File: config.mk
export PLATFORM = sky130hd
export DESIGN_NAME = tdm_demux_1x4
export DESIGN_NICKNAME = d
export VERILOG_FILES = /design/src/rtl/tdm_demux_1x4.sv
export SDC_FILE = /design/constraint.sdc
export NUM_CORES = 1
export LEC_CHECK = 0
export CORE_AREA = 2 2 39 41
export DETAILED_ROUTE_END_ITERATION = 7
export DIE_AREA = 0 0 41 43
export GPL_TIMING_DRIVEN = 0
export HOLD_SLACK_MARGIN = 0.12
export PLACE_DENSITY = 0.71
export SLEW_MARGIN = 20
export SYNTH_ARGS = -nofsm -noshare
export SYNTH_HDL_FRONTEND = slang
export SYNTH_SLANG_ARGS = --single-unit
export TNS_END_PERCENT = 1
File: constraint.sdc
create_clock -name clk -period 2.2 [get_ports clk]
set_input_delay 0.44 -clock clk [delete_from_list [all_inputs] [get_ports clk]]
set_output_delay 0.44 -clock clk [all_outputs]
set_load 0.01 [all_outputs]
File: src/rtl/tdm_demux_1x4.sv
// tdm_demux_1x4
//   Receive side of a 4-slot time-division-multiplexed link. It locks onto a
//   frame-sync marker and collects the slots a, b, c, d of each frame. The
//   complete frame is then presented on four registered channel outputs at
//   the same time, with a one-cycle frame strobe.
//
// Ports
//   clk          rising-edge clock
//   rst          synchronous, active-high reset
//   din          slot data (WIDTH bits)
//   din_valid    din carries a slot this cycle
//   frame_sync   marks the current valid beat as slot a
//   a, b, c, d   registered channel outputs for slots 0..3
//   frame_valid  one-cycle pulse when a..d take a new frame
//   s0, s1       index of the next expected slot; {s0,s1} = 00/01/10/11 for a..d
//   locked       high while the receiver is frame-locked
//   sync_err     one-cycle pulse on a framing violation
module tdm_demux_1x4 #(
  parameter int unsigned WIDTH = 1
) (
  input  logic             clk,
  input  logic             rst,
  input  logic [WIDTH-1:0] din,
  input  logic             din_valid,
  input  logic             frame_sync,
  output logic [WIDTH-1:0] a,
  output logic [WIDTH-1:0] b,
  output logic [WIDTH-1:0] c,
  output logic [WIDTH-1:0] d,
  output logic             frame_valid,
  output logic             s0,
  output logic             s1,
  output logic             locked,
  output logic             sync_err
);

  typedef enum logic {HUNT, LOCKED} state_t;

  state_t           state, state_n;
  logic [1:0]       cnt, cnt_n;
  logic [WIDTH-1:0] sa, sb, sc;
  logic [WIDTH-1:0] sa_n, sb_n, sc_n;
  logic             load;
  logic             err_n;

  always_comb begin
    state_n = state;
    cnt_n   = cnt;
    sa_n    = sa;
    sb_n    = sb;
    sc_n    = sc;
    load    = 1'b0;
    err_n   = 1'b0;
    if (din_valid) begin
      case (state)
        HUNT: begin
          if (frame_sync) begin
            sa_n    = din;
            cnt_n   = 2'd1;
            state_n = LOCKED;
          end
        end
        LOCKED: begin
          if (frame_sync) begin
            // An early marker throws away the partial frame and starts a new
            // frame with this beat as its slot a.
            err_n = (cnt != 2'd0);
            sa_n  = din;
            cnt_n = 2'd1;
          end else begin
            case (cnt)
              2'd0: begin
                err_n   = 1'b1;
                state_n = HUNT;
                cnt_n   = 2'd0;
              end
              2'd1: begin
                sb_n  = din;
                cnt_n = 2'd2;
              end
              2'd2: begin
                sc_n  = din;
                cnt_n = 2'd3;
              end
              default: begin
                // Slot d goes straight to the output and is not shadowed.
                load  = 1'b1;
                cnt_n = 2'd0;
              end
            endcase
          end
        end
        default: state_n = HUNT;
      endcase
    end
  end

  always_ff @(posedge clk) begin
    if (rst) begin
      state       <= HUNT;
      cnt         <= '0;
      sa          <= '0;
      sb          <= '0;
      sc          <= '0;
      a           <= '0;
      b           <= '0;
      c           <= '0;
      d           <= '0;
      frame_valid <= 1'b0;
      sync_err    <= 1'b0;
    end else begin
      state       <= state_n;
      cnt         <= cnt_n;
      sa          <= sa_n;
      sb          <= sb_n;
      sc          <= sc_n;
      frame_valid <= load;
      sync_err    <= err_n;
      if (load) begin
        a <= sa;
        b <= sb;
        c <= sc;
        d <= din;
      end
    end
  end

  assign s0     = cnt[1];
  assign s1     = cnt[0];
  assign locked = (state == LOCKED);

endmodule

==> flow_metrics.tcl, run 1 <==
set metrics [dict create \
    n_antenna_cell 0 \
    post_cts_resized 0 \
    peakVddDrop_uv 290.8 \
    crit_arrival_ps 1270 \
    ys_seq_area_share_pct 39.59 \
    antenna_left 0 \
    syn_to_final_growth_pct 27.42 \
    dieArea_um2 1763 \
    cpPeakStageDelay_ps 570 \
    cap_violations 0 \
    hold_violations 0 \
    placement.cell_area_um2 737.0 \
    use_met3_pct 6.806 \
    synth-edff-count 0 \
    async_flop_share_pct 0 \
    slowest_stage "clkdlybuf4s50_1" \
    vias 433 \
    antenna_found_initial 0 \
    start_util_pct 43.85 \
    drt-initial-drc-count 5 \
    hp-class "in -> reg" \
    grt_max_degree 11 \
    timing.fmax_mhz 586.1 \
    power_density_nw_per_um2 592.9 \
    post-synth-top-area-fraction_pct 39.59 \
    grtUsageMet2_pct 18.75 \
    fp.dieW_um 41 \
    finalSetupViolations 0 \
    synth_nets 66 \
    ctsHoldBuffers 0 \
    p_total_uw 458.4 \
    p_leak_uw 0.0003442 \
    worst-path-buf-inv 1 \
    relSlewSlack_pct 87.21 \
    grt_pass1_vias 397 \
    yosysMostFrequentCell "dfxtp_1" \
    rsz0062_at_grt "no" \
    fin_crit_sh_pct 77.55 \
    synth_area_per_cell_um2 10.84 \
    critPathKind "reg -> out" \
    die_h_um 43 \
    end_kind "primary output" \
    ys.warnings.count 0 \
    postCtsSetupRepairBufs 0 \
    avgViaCountPerCell 4.977 \
    clkSinkCount 12 \
    drt-total-wl_um 1003 \
    use_met1_pct 17.86 \
    grt-ovfl-total 0 \
    run_status "completed" \
    final.setup.tns_ps 0 \
    yosysTopAreaCell "dfxtp_1" \
    synthesis.area_um2 606.8 \
    ys_top_cells_by_count "dfxtp_1 (12), nand2b_1 (8), mux2i_1 (6)" \
    drc 0 \
    cts-root-buf "clkbuf_4" \
    gp_congestion 0.7144 \
    critPathRequiredTime_ps 1760 \
    cts_inserted_buffers 3 \
    rows 14 \
    fillCellCount 125 \
    critPathTopFamily "buffers and inverters" \
    synth_top_flop_cell "dfxtp_1" \
    ios 14 \
    clk_pin_slew_ps 80 \
    worst-path-max-fanout 5 \
    port_buffers 11 \
    grt-busiest-layer "met2" \
    layout.nets 82 \
    grt_use_total_pct 14.70 \
    worst-r2r-setup-slack_ps 980 \
    fin_area_um2 773.2 \
    wl_per_cell_um 11.53 \
    tightestPinTransition_ps 190.6 \
    grt_pass1_wl_um 1642 \
    synthDistinctLibCells 22 \
    cp_cell_sequence "clkdlybuf4s50_1" \
    clock_latency_ps 280 \
    final.setup_skew_ps 3.679 \
    synth_area_leaders "dfxtp_1 (40%), ha_1 (10%), mux2i_1 (9.9%), nand2b_1 (8.2%), nand4b_4 (3.9%)" \
    drt_pass1_iterations 4 \
    htreeDepth 1 \
    cts_tree "yes" \
    core_area_um2 1384 \
    synthCells 56 \
    startpoint_type "flop" \
    layout-drive-gt1-share_pct 15.49 \
    ys_ff_latch 12 \
    clockBufferDepth 2 \
    drv_slew 0 \
    period_needed_ps 1706 \
    dp_hpwl_um 728 \
]
registers in the layout, summed over array words and instances, names as in the netlist:
signal,count
cnt,2
a,1
b,1
c,1
d,1
frame_valid,1
locked,1
sa,1
sb,1
sc,1
sync_err,1
layout make-up:
cell class	instances	area (um^2)	area share, %
sequential	12	240.2	31.07
buffer	4	35.03	4.531
tap	16	20.02	2.589
inverter	5	18.77	2.427
multi-input combinational	35	312.8	40.45
timing repair buffer	11	110.1	14.24
clock buffer	4	36.28	4.693
metal layers:
metal  routed length, um  part of all wire, %  vias to the layer above
met5                   0                    0                        -
met4                  34                  3.4                        0
met3                  66                  6.6                        5
met2                 427                   43                       10
met1                 475                   47                      195
li1                    -                    -                      223
final timing paths:
path                                 start      to  cells after the start
worst max-delay path                cnt[0]      s1                      1
worst max register to register      cnt[0]  cnt[0]                      4
worst min register to register          sa       a                      2
worst min-delay path            frame_sync      sa                      3
cells in the final DEF, fill, tap and decap left out, drive strengths merged:
master	synthesis	layout
nand3	1	1
a21oi	2	2
nand2b	8	8
nand2	1	1
dfxtp	12	12
o21a	1	1
clkdlybuf4s50	0	11
nor3	1	1
ha	5	5
o32ai	1	1
a311oi	1	1
clkbuf	0	4
mux2i	6	6
nand4bb	1	1
inv	5	5
nor2	1	1
nand4b	3	3
o221a	1	1
or2	1	1
buf	4	4
a21bo	1	1
power breakdown:
group | internal, uW | switching, uW
sequential | 221 | 3.61
clock | 101 | 80.9
combinational | 27.9 | 23.9
total | 350 | 108
kinds of logic after synthesis:
family,share of synthesized area (%)
DFF,39.59
buffers and inverters,8.866
muxes,9.897
adders and majority gates,10.31
and+or+nand+nor,20.82
AOI/OAI and AO/OA,10.52
per-stage QoR:
step                setup WS [ps]  util, %  cells  hold slack [ps]
finish                      493.9    55.88     87            434.7
global route                422.2    55.88     87            447.6
CTS                         479.5    55.88     87            434.1
detailed placement          663.1    53.25     83            466.4
global placement            665.5    53.25     83            448.6
floorplan                    1015        -     56            442.9
Note: power is estimated with default switching activity, not from simulation.
==> inputs of run 2 (changes only) <==
--- a/config.mk
+++ b/config.mk
@@ -5,9 +5,8 @@
 export SDC_FILE = /design/constraint.sdc
 export NUM_CORES = 1
 export LEC_CHECK = 0
-export CORE_AREA = 2 2 39 41
+export CORE_UTILIZATION = 46
 export DETAILED_ROUTE_END_ITERATION = 7
-export DIE_AREA = 0 0 41 43
 export GPL_TIMING_DRIVEN = 0
 export HOLD_SLACK_MARGIN = 0.12
 export PLACE_DENSITY = 0.71
==> constraint.sdc (replaced) <==
create_clock -name clk -period 1.59 [get_ports clk]
set_input_delay 0.318 -clock clk [delete_from_list [all_inputs] [get_ports clk]]
set_output_delay 0.318 -clock clk [all_outputs]
set_load 0.01 [all_outputs]
==> run 2 against run 1 <==
  * Core utilization grew 10 points
  * Final area up 0.16%
  * Worst setup slack got worse by 410 ps
  * Sequential power up 39%
  * Largest cell class unchanged
  * First-iteration DRC count is 140% higher
  * Non-clock buffer count is the same
  * Via count grew 2.8%
  * Worst hold slack worse by 100 ps
  * Cell count shrank 2.3%
  * Critical path depth unchanged
  * Power rose by 38%
  * Sequential cell count unchanged
  * Critical path type unchanged
==> flow_metrics.tcl, run 2 (synthesis results as in run 1) <==
set metrics [dict create \
    run_status "completed" \
    drt-total-wl_um 1178 \
    finalSetupViolations 0 \
    place_ws_ps 144.0 \
    worst-path-buf-inv 1 \
    drv_slew 0 \
    post_cts_resized 0 \
    layout-drive-gt1-share_pct 16.90 \
    clockBufferDepth 2 \
    hp-class "in -> reg" \
    ctsHoldBuffers 0 \
    cap_violations 0 \
    cts_tree "yes" \
    avgViaCountPerCell 5.235 \
    placement.cell_area_um2 734.5 \
    drt_pass1_iterations 4 \
    relSlewSlack_pct 86.79 \
    start_util_pct 51.82 \
    mostFrequentLayoutCell "dfxtp_1" \
    core_area_um2 1171 \
    post-route-util_pct 66.13 \
    worst-path-max-fanout 5 \
    n_antenna_cell 0 \
    clk_pin_slew_ps 80 \
    cts-root-buf "clkbuf_4" \
    grt_use_total_pct 20.73 \
    fin_ws_ps 83.24 \
    period_needed_ps 1507 \
    grt_pass1_vias 414 \
    grt-ovfl-total 0 \
    antenna_found_initial 0 \
    cp_cell_sequence "clkdlybuf4s50_1" \
    antenna_left 0 \
    critPathKind "reg -> out" \
    postCtsSetupRepairBufs 0 \
    wl_per_cell_um 13.86 \
    ios 14 \
    grt_max_degree 11 \
    startpoint_type "flop" \
    critPathTopFamily "buffers and inverters" \
    p_leak_uw 0.0003631 \
    rsz0062_at_grt "no" \
    syn_to_final_growth_pct 27.63 \
    top_register "cnt" \
    fin_area_um2 774.5 \
    fillCellCount 100 \
    hold_violations 0 \
    fin_crit_sh_pct 94.77 \
    gp_congestion 0.7875 \
    drt-initial-drc-count 12 \
    layout.nets 82 \
    peakVddDrop_uv 531.2 \
    critPathRequiredTime_ps 1270 \
    clkSinkCount 12 \
    dieArea_um2 1468 \
    cts_inserted_buffers 3 \
    end_kind "primary output" \
    final.setup.tns_ps 0 \
    die_h_um 38.32 \
    htreeDepth 1 \
    drc 0 \
    clock_latency_ps 270 \
    cpPeakStageDelay_ps 540 \
    slowest_stage "clkdlybuf4s50_1" \
    dp_hpwl_um 787.6 \
    crit_arrival_ps 1190 \
    fp.dieW_um 38.32 \
    tightestPinTransition_ps 196.8 \
    regArea_um2 241.5 \
    multiInputGateArea_um2 312.8 \
    mostFrequentLayoutCells "dfxtp_1 (11), clkdlybuf4s50_1 (10), nand2b_1 (8), mux2i_1 (6)" \
    largest_reg_flops 2 \
    grt_pass1_wl_um 1959 \
    vias 445 \
    port_buffers 11 \
    final.setup_skew_ps 2.154 \
    timing.fmax_mhz 663.7 \
    rows 12 \
    power_density_nw_per_um2 819.3 \
]
run 2: changes by cell type in the layout (fill, tap and decap cells not counted), sizes merged:
cell | before | now
clkdlybuf4s50 | 11 | 10
dlymetal6s2s | 0 | 1
run 2: through the flow:
step	power [uW]	cells	hold WS, ps
after floorplan	366.6	56	442.9
after global placement	390.6	81	450.4
after detailed placement	391.2	81	463.6
after CTS	637.8	85	326.5
after global routing	662.6	85	339.0
final	634.5	85	331.6
run 2: metal layers:
metal  track usage (%)  vias up  wire length, um
met5                 0        -                0
met4             10.71        0                5
met2             30.51       15              550
li1                  -      223                -
met3             7.558        2               65
met1             26.07      205              557
run 2: final cells by class:
cell class	count	share of cell area (%)
multi-input combinational	35	40.39
sequential	12	31.18
timing repair buffer	11	14.54
clock buffer	4	4.685
buffer	4	4.523
inverter	5	2.423
tap	14	2.262
run 2: final timing paths:
path,start,end,slack [ps],cells past startpoint
worst min register to register,sa,a,470,2
worst min-delay path,frame_sync,sa,330,3
worst max-delay path,cnt[0],s1,80,1
worst max register to register,cnt[1],sync_err,360,4
run 2: report_power, final:
group	total, uW	internal (uW)	switching [uW]
registers	312	307	4.91
clock network	249	139	109
logic	74.3	38.9	35.4
==> inputs of run 3 (changes only) <==
--- a/config.mk
+++ b/config.mk
@@ -6,10 +6,12 @@
 export NUM_CORES = 1
 export LEC_CHECK = 0
 export CORE_UTILIZATION = 46
+export CTS_CLUSTER_SIZE = 24
 export DETAILED_ROUTE_END_ITERATION = 7
 export GPL_TIMING_DRIVEN = 0
 export HOLD_SLACK_MARGIN = 0.12
 export PLACE_DENSITY = 0.71
+export RECOVER_POWER = 100
 export SLEW_MARGIN = 20
 export SYNTH_ARGS = -nofsm -noshare
 export SYNTH_HDL_FRONTEND = slang
==> run 3 against run 2 <==
  * Non-clock buffer count is the same
  * Final area decreased by 2.4%
  * Core utilization fell by 1.6 points
  * First-iteration DRC count increased by 50%
  * Worst setup slack lost 13 ps
  * Critical path type unchanged
  * Worst hold slack got worse by 9.4 ps
  * Largest cell class unchanged
  * Sequential power about the same
  * Register-to-register slack hardly changed
  * Die area unchanged
  * Critical path depth is the same
  * Sequential cell count did not move
  * Wire length unchanged
==> flow_metrics.tcl, run 3 (synthesis results as in run 1) <==
set metrics [dict create \
    cts_tree "yes" \
    drt-initial-drc-count 18 \
    dp_hpwl_um 787.6 \
    crit_start "c" \
    cts-root-buf "clkbuf_4" \
    period_needed_ps 1519 \
    antenna_left 0 \
    clkSinkCount 12 \
    fp.dieW_um 38.32 \
    power.switching_uw 146.0 \
    p_int_uw 483.0 \
    grt_use_total_pct 20.73 \
    syn_to_final_growth_pct 24.54 \
    n_antenna_cell 0 \
    layout.nets 82 \
    drc 0 \
    power_density_nw_per_um2 832.2 \
    drv_slew 0 \
    startpoint_type "flop" \
    slowest_stage "dlygate4sd3_1" \
    clk_pin_slew_ps 80 \
    drt_pass1_iterations 5 \
    drt-total-wl_um 1178 \
    critPathTopFamily "buffers and inverters" \
    grt_max_degree 11 \
    grt_pass1_vias 414 \
    timing.fmax_mhz 658.1 \
    core_area_um2 1171 \
    crit_arrival_ps 1200 \
    wl_per_cell_um 13.86 \
    cpPeakStageDelay_ps 600 \
    p_total_uw 628.9 \
    fillCellCount 102 \
    layout-drive-gt1-share_pct 14.08 \
    pwr-share-seq_pct 49.6 \
    mostFrequentLayoutCells "dfxtp_1 (11), nand2b_1 (8), mux2i_1 (6), clkdlybuf4s50_1 (6)" \
    post-route-util_pct 64.53 \
    port_buffers 11 \
    run_status "completed" \
    grt_pass1_wl_um 1959 \
    peakVddDrop_uv 524.2 \
    worst-path-max-fanout 2 \
    relSlewSlack_pct 71.44 \
    fin_area_um2 755.7 \
    fin_crit_sh_pct 95.57 \
    cap_violations 0 \
    clock_latency_ps 270 \
    p_leak_uw 0.0003348 \
    avgViaCountPerCell 5.235 \
    hp-class "in -> reg" \
    comb_power_share_pct 11.2 \
    sw_frac_of_total_pct 23.21 \
    worst-r2r-setup-slack_ps 350 \
    rows 12 \
    ctsHoldBuffers 0 \
    mostFrequentLayoutCell "dfxtp_1" \
    dieArea_um2 1468 \
    vias 445 \
    antenna_found_initial 0 \
    clkPwrFrac_pct 39.2 \
    cts_inserted_buffers 3 \
    cp_cell_sequence "dlygate4sd3_1" \
    critPathRequiredTime_ps 1270 \
    placement.cell_area_um2 734.5 \
    clockBufferDepth 2 \
    largest_reg_flops 2 \
    end_kind "primary output" \
    gp_congestion 0.7875 \
    worst-path-buf-inv 1 \
    top_register "cnt" \
    tightestPinTransition_ps 428.4 \
    die_h_um 38.32 \
    final.setup_skew_ps 0.9891 \
    finalSetupViolations 0 \
    critPathKind "reg -> out" \
    hold_slack_ps 322.2 \
    rsz0062_at_grt "no" \
    ios 14 \
    grt-ovfl-total 0 \
    start_util_pct 51.82 \
    reg2reg_from "cnt[1]" \
    hold_violations 0 \
    htreeDepth 1 \
    final.setup.tns_ps 0 \
    min-delay-start "din_valid" \
]
-- run 3: changes by cell type in the layout (fill, tap and decap cells not counted) --
cell,change
buf_2,-1
clkbuf_1,+1
clkdlybuf4s25_1,+1
clkdlybuf4s50_1,-4
dlygate4sd3_1,+4
dlymetal6s2s_1,-1
nand4b_1,+1
nand4b_4,-1
-- run 3: worst paths after layout --
path | endpoint | cells after the start
max | c | 1
min | locked | 2
max reg2reg | sync_err | 4
min reg2reg | a | 2
-- run 3: layout make-up --
type,instances,area (um^2),area share [%]
Sequential cell,12,241.5,31.95
Clock buffer,4,36.28,4.801
Inverter,5,18.77,2.483
Tap cell,14,17.52,2.318
Buffer,4,33.78,4.470
Timing Repair Buffer,11,110.1,14.57
Multi-Input combinational cell,35,297.8,39.40
-- run 3: per-stage QoR --
stage          std cells  setup slack, ps
6_report              85            70.51
3_5_place_dp          81            144.0
3_3_place_gp          81            171.9
2_1_floorplan         56            405.2
5_1_grt               85            37.13
4_1_cts               85            6.781
-- run 3: layer usage --
layer | wire [um] | track usage [%] | vias to the layer above
met2 | 535 | 30.51 | 12
met3 | 57 | 7.558 | 4
li1 | - | - | 224
met4 | 18 | 10.71 | 0
met1 | 566 | 26.07 | 205
met5 | 0 | 0 | -
-- run 3: power groups by stage --
stage          registers [uW]  logic [uW]  clock network (uW)
2_1_floorplan             320        46.7                   0
6_report                  312        70.6                 247
3_3_place_gp              318        72.5                   0
5_1_grt                   313        78.2                 268
3_5_place_dp              318        72.8                   0
4_1_cts                   311        74.2                 252
-- run 3: timing repair --
| action | CTS | global route |
|---|---|---|
| setup endpoints to repair | 0 | 2 |
| setup buffers | 0 | 0 |
| gates resized for setup | 0 | 2 |
